<file path="src/rtl/npc_pkg.sv">
// Shared encodings for the next-PC unit: redirect modes, controller states, PC step.
package npc_pkg;

  localparam logic [1:0] NPC_NONE = 2'd0;
  localparam logic [1:0] NPC_BR   = 2'd1;
  localparam logic [1:0] NPC_J    = 2'd2;
  localparam logic [1:0] NPC_JR   = 2'd3;

  localparam int PC_STEP = 4;

  typedef enum logic {
    IDLE = 1'b0,
    PEND = 1'b1
  } npc_state_e;

endpackage

</file>
<file path="src/rtl/npc_target_calc.sv">
// Combinational redirect target and request decode for the next-PC unit.
module npc_target_calc
  import npc_pkg::*;
#(
  parameter int ADDR_W = 32,
  parameter int JIMM_W = 26,
  parameter int BIMM_W = 16
) (
  input  logic [ADDR_W-1:0] src_pc,
  input  logic [BIMM_W-1:0] bimm,
  input  logic [JIMM_W-1:0] jimm,
  input  logic [ADDR_W-1:0] jr_addr,
  input  logic [1:0]        redir_mode,
  input  logic              br_taken,
  output logic [ADDR_W-1:0] target,
  output logic              req
);

  logic        [ADDR_W-1:0] src_pc4;
  logic signed [BIMM_W-1:0] bimm_s;
  logic signed [ADDR_W-1:0] br_off;
  logic        [ADDR_W-1:0] br_target;
  logic        [ADDR_W-1:0] j_target;

  assign src_pc4   = src_pc + ADDR_W'(PC_STEP);
  assign bimm_s    = bimm;
  // Word offset: sign-extend to full width, then scale to bytes.
  assign br_off    = ADDR_W'(bimm_s) <<< 2;
  assign br_target = src_pc4 + $unsigned(br_off);
  assign j_target  = {src_pc4[ADDR_W-1:JIMM_W+2], jimm, 2'b00};

  always_comb begin
    target = src_pc4;
    req    = 1'b0;
    case (redir_mode)
      NPC_BR: begin
        target = br_target;
        req    = br_taken;
      end
      NPC_J: begin
        target = j_target;
        req    = 1'b1;
      end
      NPC_JR: begin
        target = jr_addr;
        req    = 1'b1;
      end
      default: begin
        target = src_pc4;
        req    = 1'b0;
      end
    endcase
  end

endmodule

</file>
<file path="src/rtl/next_pc_unit.sv">
// Registered fetch PC: sequential advance, redirects, stall hold with one-deep
// redirect buffer, and misaligned-target flagging.
module next_pc_unit
  import npc_pkg::*;
#(
  parameter int                ADDR_W       = 32,
  parameter int                JIMM_W       = 26,
  parameter int                BIMM_W       = 16,
  parameter logic [ADDR_W-1:0] RESET_VECTOR = '0
) (
  input  logic              clk,
  input  logic              rst_n,
  input  logic              stall,
  input  logic [1:0]        redir_mode,
  input  logic              br_taken,
  input  logic [ADDR_W-1:0] src_pc,
  input  logic [BIMM_W-1:0] bimm,
  input  logic [JIMM_W-1:0] jimm,
  input  logic [ADDR_W-1:0] jr_addr,
  output logic [ADDR_W-1:0] pc,
  output logic [ADDR_W-1:0] pc_plus4,
  output logic              redir_taken,
  output logic              pend_valid,
  output logic              misalign_err
);

  function automatic logic [ADDR_W-1:0] word_align(input logic [ADDR_W-1:0] a);
    return {a[ADDR_W-1:2], 2'b00};
  endfunction

  npc_state_e        state, state_nxt;
  logic [ADDR_W-1:0] pend_tgt, pend_tgt_nxt;
  logic [ADDR_W-1:0] pc_nxt;
  logic [ADDR_W-1:0] live_tgt;
  logic [ADDR_W-1:0] load_tgt;
  logic              live_req;
  logic              load;

  npc_target_calc #(
    .ADDR_W(ADDR_W),
    .JIMM_W(JIMM_W),
    .BIMM_W(BIMM_W)
  ) u_target_calc (
    .src_pc    (src_pc),
    .bimm      (bimm),
    .jimm      (jimm),
    .jr_addr   (jr_addr),
    .redir_mode(redir_mode),
    .br_taken  (br_taken),
    .target    (live_tgt),
    .req       (live_req)
  );

  assign pc_plus4   = pc + ADDR_W'(PC_STEP);
  assign pend_valid = (state == PEND);

  always_comb begin
    state_nxt    = state;
    pend_tgt_nxt = pend_tgt;
    pc_nxt       = pc;
    load         = 1'b0;
    load_tgt     = live_tgt;
    case (state)
      IDLE: begin
        if (stall) begin
          if (live_req) begin
            pend_tgt_nxt = live_tgt;
            state_nxt    = PEND;
          end
        end else if (live_req) begin
          load = 1'b1;
        end else begin
          pc_nxt = pc_plus4;
        end
      end
      PEND: begin
        if (stall) begin
          if (live_req) pend_tgt_nxt = live_tgt;
        end else begin
          // A fresh request from the same slot supersedes the buffered one.
          load      = 1'b1;
          load_tgt  = live_req ? live_tgt : pend_tgt;
          state_nxt = IDLE;
        end
      end
      default: state_nxt = IDLE;
    endcase
    if (load) pc_nxt = word_align(load_tgt);
  end

  always_ff @(posedge clk or negedge rst_n) begin
    if (!rst_n) begin
      state        <= IDLE;
      pc           <= RESET_VECTOR;
      pend_tgt     <= '0;
      redir_taken  <= 1'b0;
      misalign_err <= 1'b0;
    end else begin
      state        <= state_nxt;
      pc           <= pc_nxt;
      pend_tgt     <= pend_tgt_nxt;
      redir_taken  <= load;
      misalign_err <= load && (load_tgt[1:0] != 2'b00);
    end
  end

endmodule
</file>
<file path="config.mk">
export PLATFORM = sky130hd
export DESIGN_NAME = next_pc_unit
export DESIGN_NICKNAME = d
export VERILOG_FILES = /design/src/rtl/npc_pkg.sv /design/src/rtl/npc_target_calc.sv /design/src/rtl/next_pc_unit.sv
export SDC_FILE = /design/constraint.sdc
export NUM_CORES = 1
export LEC_CHECK = 0
export BUFFER_PORTS_ARGS = -buffer_cell sky130_fd_sc_hd__buf_2
export CORE_AREA = 2 2 119 121
export DETAILED_ROUTE_END_ITERATION = 7
export DIE_AREA = 0 0 121 123
export GPL_TIMING_DRIVEN = 0
export PLACE_DENSITY = 0.82
export SLEW_MARGIN = 10
export SYNTH_ARGS = -nofsm -noshare
export SYNTH_HDL_FRONTEND = slang
export SYNTH_SLANG_ARGS = --single-unit
</file>
<file path="constraint.sdc">
create_clock -name clk -period 2.7 [get_ports clk]
set_clock_uncertainty 0.15 [all_clocks]
set_input_delay 0.405 -clock clk [delete_from_list [all_inputs] [get_ports clk]]
set_output_delay 0.405 -clock clk [all_outputs]
set_load 0.005 [all_outputs]
</file>
==> results of run 1 <==
==> cell usage after synthesis (15+ instances only) <==
master      n
clkbuf_1   30
nor3_1     25
mux2i_1    22
ha_1       36
xor2_1     23
inv_1      29
nand2_1   114
nand3_1    31
nor2_1     86
xnor2_1    52
o21ai_0    62
a21oi_1    52
dfrtp_1    65
and3_1     15
==> path summary, 6_finish.rpt <==
kind	startpoint	end	slack (ns)	cells past startpoint
setup / recovery	src_pc[10]	pend_tgt[29]	-1.17	16
hold / removal	jimm[15]	pend_tgt[17]	0.21	3
setup reg to reg	pc[16]	pc[24]	0.03	10
hold reg to reg	pend_tgt[31]	pend_tgt[31]	0.32	2
max in group asynchronous	rst_n	pc[11]	1.56	3
min in group asynchronous	rst_n	pc[5]	0.32	2
==> metal layers <==
metal	global-route usage, %	vias up	routed length, µm
li1	-	3649	-
met1	42.21	3769	9694
met2	54.78	615	12860
met3	4.105	96	2929
met4	16.50	0	1124
met5	0	-	0
==> cells by family after synthesis <==
logic type,after synthesis,share of synthesized area (%)
AO/OA/AOI/OAI,245,24.94
XOR/XNOR,76,10.21
adder cells (fa/ha/maj),37,7.068
buffers and inverters,76,4.699
flip-flops,65,24.44
multiplexers,36,6.015
other,1,0.05634
AND/OR/NAND/NOR,326,22.58
==> power by group <==
group | total, mW | internal, mW | switching, mW
combinational | 1.99 | 0.905 | 1.08
sequential | 1.31 | 1.14 | 0.163
clock | 1.31 | 0.879 | 0.430
==> state kept, by name, indices dropped and copies added (netlist names) <==
name / count
misalign_err: 1
pend_tgt: 32
redir_taken: 1
pend_valid: 1
pc: 30
==> metrics by stage <==
step / cells / setup WS [ns]
after floorplan: 865 / -1.311
after global placement: 1218 / -1.935
after detailed placement: 1219 / -1.928
after CTS: 1264 / -1.426
after global routing: 1304 / -1.294
final: 1304 / -1.169
==> layout make-up <==
type | count | area, µm² | area share (%)
plain buffers | 43 | 200.2 | 2.077
clock buffers | 13 | 270.3 | 2.804
clock inverters | 2 | 60.06 | 0.6231
inverters | 30 | 112.6 | 1.168
multi-input cells | 724 | 5553 | 57.61
flip-flops and latches | 65 | 1633 | 16.94
well taps | 180 | 225.2 | 2.336
repair buffers | 247 | 1585 | 16.45
==> worst register-to-register path: stages (launching register included) <==
cell     delay, ns
dfrtp_1       0.40
inv_1         0.09
or3_4         0.43
nor3_4        0.35
nand3_1       0.19
xnor2_2       0.18
buf_4         0.14
nor2_1        0.11
o21ai_0       0.11
a31oi_1       0.26
o21ai_1       0.11
==> repair_timing <==
item                       CTS  global route
hold endpoints to repair    12             0
buffers inserted            31            41
hold buffers                 1             0
setup endpoints to repair   63            66
pin swaps                   40            52
gates resized for setup     79           114
==> flow_summary.toml, run 1 <==
[logic_synthesis]
syn_avg_cell_area_um2 = 7.722
ys_dominant_reg_cell = "dfrtp_1"
synth_area_leaders = "dfrtp_1, xnor2_1, ha_1"
async_flop_share_pct = 100.0
synth_seq_cells = 65
synth.distinct_cells = 75
synth-edff-count = 0
synthCells = 862
yosysSeqAreaShare_pct = 24.44
synth_top_cell_by_area = "dfrtp_1"
synth_top_cell_area_share_pct = 24.44
syn_area_um2 = 6656
ys_warn_count = 0

[power_and_ir_drop]
p_total_mw = 4.602
powerDensity_nw_per_um2 = 477.4
power.leakage_nw = 4.402
ir_drop_v = 0.0002828

[timing]
maxSlewHeadroom_pct = 47.55
finalSetupViolCount = 48
grt_setup_unrepaired = "yes"
hold_viol_final = 0
clock.fmax_mhz = 258.5
min_period_ns = 3.869
whs_ns = 0.2068
finalMaxSlewViolations = 0
final.setup.tns_ns = -24.49
worstMarginPinSlew_ns = 0.7867
post-route-period-util_pct = 143.3
setup_ws_ns = -1.169

[worst_setup_path]
cp-end-kind = "flip-flop"
cp_num_buf_inv = 2
cp_data_required_time_ns = 2.83
cp_slowest_cell = "or4b_4"
slowest_delay_ns = 0.50
critPathMaxFanout = 2
cp.arrival_ns = 4.00
crit_chain = "buf_6 > and4_4 > and3_4 > inv_2 > or4_4 > xnor2_4 > ha_4 > a211oi_4 > nor2_2 > o41ai_4 > a21oi_2 > a311o_1 > o21a_1 > or4b_4 > a41oi_4 > mux2_4"
worst_setup_path_start_kind = "primary input"
critPathKind = "primary input to flip-flop"
cpLargestDelayFamily = "simple AND/OR/NAND/NOR gates"

[place]
post_dp_cell_area_um2 = 7889
gp_congestion = 0.9281
io_buffers = 173
place_hpwl_um = 18550

[die]
dieArea_um2 = 14880
start_util_pct = 48.90
die_w_um = 121
rows = 43
die_h_um = 123
io-pin-count = 179
core_area_um2 = 13610

[cts]
clock_sinks = 65
htree_levels = 3
cts_tree = "done"
clk_pin_slew_ns = 0.06
cts_buffers = 9
clock-root-buffer = "clkbuf_16"
clockBufferDepth = 2
clk_latency_ns = 0.34

[routing]
ant_nets = 0
vias = 8129
drt_first_pass_iters = 8
vias_per_cell = 6.234
drtIter0Drc = 968
drc = 1
avgRoutedWirePerCell_um = 20.41
wl_um = 26610

[outcome]
status = "complete, but fails checks"
violations = "design-rule violations, negative setup slack"

[finish]
layout_commonest_cell = "buf_2"
nFillCells = 1080
area_growth_pct = 44.81
nets = 1269
final_cell_mix = "buf_2, nand2_1, nor2_1, buf_4, dfrtp_1"
drive_gt1_share_pct = 37.01
finalInstanceArea_um2 = 9639
antenna_cells = 0
finish.utilization_pct = 70.82

[global_route]
grt_max_degree = 54
grt_pass1_vias = 7340
overflow = 0
grt_usage_pct = 32.90
antenna_found_initial = 0
grt_pass1_wl_um = 37930

[hold_path]
hold_path_class = "primary input to flip-flop"

[flow_run]
cap_violations = 0
Power figures use the tool's default switching activity.
==> inputs of run 2 (changes only) <==
- CORE_AREA: 2 2 119 121 -> 2 2 141 102
- DIE_AREA: 0 0 121 123 -> 0 0 143 104
- PLACE_DENSITY: 0.82 -> 0.81
==> flow_summary.toml, run 2 (synthesis results as in run 1) <==
[place]
place_hpwl_um = 19650
post_dp_cell_area_um2 = 7901
gp_congestion = 0.9462
io_buffers = 173

[routing]
avgRoutedWirePerCell_um = 21.46
vias_per_cell = 6.299
ant_nets = 0
drc = 0
drt_first_pass_iters = 5
drtIter0Drc = 955
vias = 8289
wl_um = 28240

[timing]
worstMarginPinSlew_ns = 0.8091
final.setup.tns_ns = -26.01
post-route-period-util_pct = 145.1
whs_ns = 0.2073
setup_ws_ns = -1.217
clock.fmax_mhz = 255.3
hold_viol_final = 0
finalMaxSlewViolations = 0
grt_setup_unrepaired = "yes"
finalSetupViolCount = 50
maxSlewHeadroom_pct = 46.06
min_period_ns = 3.917

[worst_setup_path]
r2r_cells = 11
cp_data_required_time_ns = 2.83
r2r_start = "pc[12]"
rrSetupSlack_ns = 0.12
crit_start = "src_pc[9]"
critPathKind = "primary input to flip-flop"
worst_setup_path_start_kind = "primary input"
cp.arrival_ns = 4.04
r2r-end = "pc[23]"
worstSetupEndpoint = "pend_tgt[29]"
cp-end-kind = "flip-flop"
critPathMaxFanout = 6

[finish]
antenna_cells = 0
regMostFlops = "pend_tgt"
finish.utilization_pct = 71.77
final_cell_mix = "buf_2, nand2_1, nor2_1, buf_4, dfrtp_1"
layout_commonest_cell = "buf_2"
nets = 1270
area_growth_pct = 46.18
largest_reg_flops = 32
drive_gt1_share_pct = 39.25
nFillCells = 986
finalInstanceArea_um2 = 9731
reg_top3 = "pend_tgt: 32 flops, pc: 30 flops"

[cts]
clk_pin_slew_ns = 0.07
cts_tree = "done"
htree_levels = 3
clock-root-buffer = "clkbuf_16"
clock_sinks = 65
cts_buffers = 9
clk_latency_ns = 0.35
clockBufferDepth = 2

[power_and_ir_drop]
power.leakage_nw = 4.428
ir_drop_v = 0.0004010
powerDensity_nw_per_um2 = 474.8
p_total_mw = 4.620

[die]
dieArea_um2 = 14870
core_area_um2 = 13560
start_util_pct = 49.10
rows = 36
die_w_um = 143
die_h_um = 104
io-pin-count = 179

[global_route]
grt_usage_pct = 35.04
antenna_found_initial = 0
grt_pass1_vias = 7584
grt_pass1_wl_um = 40180
overflow = 0
grt_max_degree = 55

[hold_path]
hold_path_class = "primary input to flip-flop"
min_path_cells = 3

[outcome]
status = "complete, but fails checks"
violations = "negative setup slack"

[flow_run]
cap_violations = 0
==> run 2: worst max-delay path, cell delays in order <==
cell,delay (ns)
buf_8,0.07
and4_4,0.22
and3_4,0.22
buf_4,0.16
nand3_2,0.15
nor2_4,0.17
xor2_1,0.27
ha_4,0.27
and3_1,0.21
and2_1,0.17
nand4_1,0.12
a21oi_2,0.10
a311o_1,0.36
o21a_1,0.22
or4b_4,0.50
a41oi_4,0.25
mux2_1,0.16
==> run 2: cell type report <==
cell class	count	area, µm²	share of cell area, %
repair buffers	249	1587	16.30
inverters	30	115.1	1.183
plain buffers	42	195.2	2.006
clock inverters	7	95.09	0.9772
clock buffers	9	225.2	2.315
multi-input cells	724	5639	57.95
well taps	190	237.7	2.443
flip-flops and latches	65	1637	16.82
==> run 2: how the worst min path moves through the flow <==
stage	start	end	slack, ns
4_1_cts	jimm[15]	pend_tgt[17]	0.20
3_5_place_dp	rst_n	pc[10]	0.11
6_report	jimm[15]	pend_tgt[17]	0.21
3_3_place_gp	pend_tgt[23]	pend_tgt[23]	0.31
5_1_grt	jimm[15]	pend_tgt[17]	0.23
2_1_floorplan	rst_n	misalign_err	-0.04
==> run 2: repair_timing <==
action	CTS	global route
hold buffers	1	0
pin swaps	39	50
gates cloned	0	0
endpoints found under the hold margin	11	0
setup buffers	44	31
resized for setup	106	113
setup endpoints to repair	63	70
==> run 2: where the power goes <==
part	leakage, nW	internal, mW	switching [mW]
registers	0.759	1.14	0.167
clock network	0.155	0.808	0.474
logic	3.51	0.916	1.11
==> run 2: through the flow <==
| step | worst slack, ns | std cells |
|---|---|---|
| floorplan | -1.311 | 865 |
| global placement | -1.905 | 1228 |
| detailed placement | -1.927 | 1229 |
| CTS | -1.263 | 1287 |
| global route | -1.318 | 1316 |
| finish | -1.217 | 1316 |
==> run 2: layer usage <==
metal / vias up / track usage (%) / share of wire, %
met5: - / 0 / 0
met4: 0 / 12.31 / 3.7
met3: 121 / 10.31 / 13
met2: 676 / 51.74 / 43
met1: 3853 / 48.67 / 40
li1: 3639 / - / -
==> inputs of run 3 (changes only) <==
- REMOVE_ABC_BUFFERS: unset -> 1
==> flow_summary.toml, run 3 (synthesis results as in run 1) <==
[power_and_ir_drop]
ir_drop_v = 0.0003752
p_total_mw = 4.453
power.leakage_nw = 4.368
powerDensity_nw_per_um2 = 462.0

[timing]
worstMarginPinSlew_ns = 0.9661
setup_ws_ns = -1.235
grt_setup_unrepaired = "yes"
whs_ns = 0.1946
post-route-period-util_pct = 145.7
min_period_ns = 3.935
clock.fmax_mhz = 254.1
final.setup.tns_ns = -24.54
finalMaxSlewViolations = 0
finalSetupViolCount = 55
maxSlewHeadroom_pct = 35.59
hold_viol_final = 0

[routing]
wl_um = 25500
ant_nets = 0
drt_first_pass_iters = 5
avgRoutedWirePerCell_um = 19.97
drc = 0
vias_per_cell = 6.132
drtIter0Drc = 713
vias = 7830

[cts]
clk_pin_slew_ns = 0.05
clock_sinks = 65
htree_levels = 3
clock-root-buffer = "clkbuf_16"
cts_buffers = 9
clk_latency_ns = 0.33
clockBufferDepth = 2
cts_tree = "done"

[worst_setup_path]
r2r_cells = 10
worst_setup_path_start_kind = "primary input"
critPathKind = "primary input to flip-flop"
cp.arrival_ns = 4.06
critPathMaxFanout = 2
cp_data_required_time_ns = 2.82
cp-end-kind = "flip-flop"

[finish]
finish.utilization_pct = 71.10
nets = 1231
largest_reg_flops = 32
area_growth_pct = 44.81
regMostFlops = "pend_tgt"
reg_top3 = "pend_tgt: 32 flops, pc: 30 flops"
final_cell_mix = "buf_2, nand2_1, nor2_1, buf_4, dfrtp_1"
finalInstanceArea_um2 = 9639
final_cell_count_no_fill = 1277
antenna_cells = 0
layout_commonest_cell = "buf_2"
drive_gt1_share_pct = 40.02

[global_route]
grt_usage_pct = 30.89
overflow = 0
antenna_found_initial = 0
grt_pass1_vias = 6832
grt_pass1_wl_um = 36140
grt_max_degree = 59

[flow_run]
cap_violations = 0

[die]
io-pin-count = 179
start_util_pct = 49.10
die_h_um = 104
core_area_um2 = 13560
dieArea_um2 = 14870
die_w_um = 143
rows = 36

[outcome]
status = "complete, but fails checks"
violations = "negative setup slack"

[place]
place_hpwl_um = 16910
post_dp_cell_area_um2 = 7622
dp_slack_ns = -2.039
gp_congestion = 0.9556
numPlacedInstances = 1184
io_buffers = 174

[hold_path]
hold_path_class = "primary input to flip-flop"
min_path_cells = 3
run 3: worst paths after layout:
| kind | slack [ns] | from | endpoint |
|---|---|---|---|
| worst min-delay path | 0.19 | jimm[15] | pend_tgt[17] |
| worst max register to register | 0 | pc[12] | pc[31] |
| min in group asynchronous | 0.29 | rst_n | pc[5] |
| worst min register to register | 0.32 | pend_tgt[31] | pend_tgt[31] |
| worst max-delay path | -1.24 | src_pc[10] | pend_tgt[29] |
| max in group asynchronous | 1.58 | rst_n | pc[10] |
run 3: report_power, final:
| part | switching [mW] | internal, mW | total, mW |
|---|---|---|---|
| clock network | 0.422 | 0.789 | 1.21 |
| registers | 0.195 | 1.14 | 1.34 |
| logic | 1.02 | 0.883 | 1.91 |
run 3: timing repair:
| item | CTS | global route |
|---|---|---|
| gates resized for setup | 81 | 166 |
| gates cloned | 1 | 1 |
| hold endpoints to repair | 7 | 0 |
| pin swaps | 28 | 59 |
| endpoints found under the setup margin | 78 | 75 |
| hold buffers | 1 | 0 |
| setup buffers | 20 | 55 |
run 3: critical path: stages:
cell      delay (ns)
buf_8           0.07
and4_4          0.22
and3_4          0.20
inv_2           0.04
or4_4           0.45
xnor2_4         0.19
ha_4            0.24
a211oi_2        0.22
nor2_2          0.09
o41ai_4         0.26
a21oi_2         0.14
a311o_1         0.37
o21a_1          0.23
or4b_4          0.49
a41oi_4         0.25
mux2_4          0.18
run 3: per-layer routing:
layer / vias up / GRT usage, % / wire length [µm] / part of all wire (%)
met5: - / 0 / 0 / 0
met4: 0 / 7.284 / 711 / 2.8
met3: 58 / 8.333 / 3145 / 12
met2: 516 / 45.69 / 11300 / 44
met1: 3682 / 44.71 / 10340 / 41
li1: 3574 / - / - / -
run 3: cell type report:
cell class / count / area (µm²)
Inverter: 30 / 123.9
Timing Repair inverter: 2 / 10.01
Tap cell: 190 / 237.7
Multi-Input combinational cell: 724 / 5700
Clock inverter: 2 / 35.03
Timing Repair Buffer: 250 / 1628
Clock buffer: 14 / 274.0
Sequential cell: 65 / 1630
Fill cell: 1058 / 3919
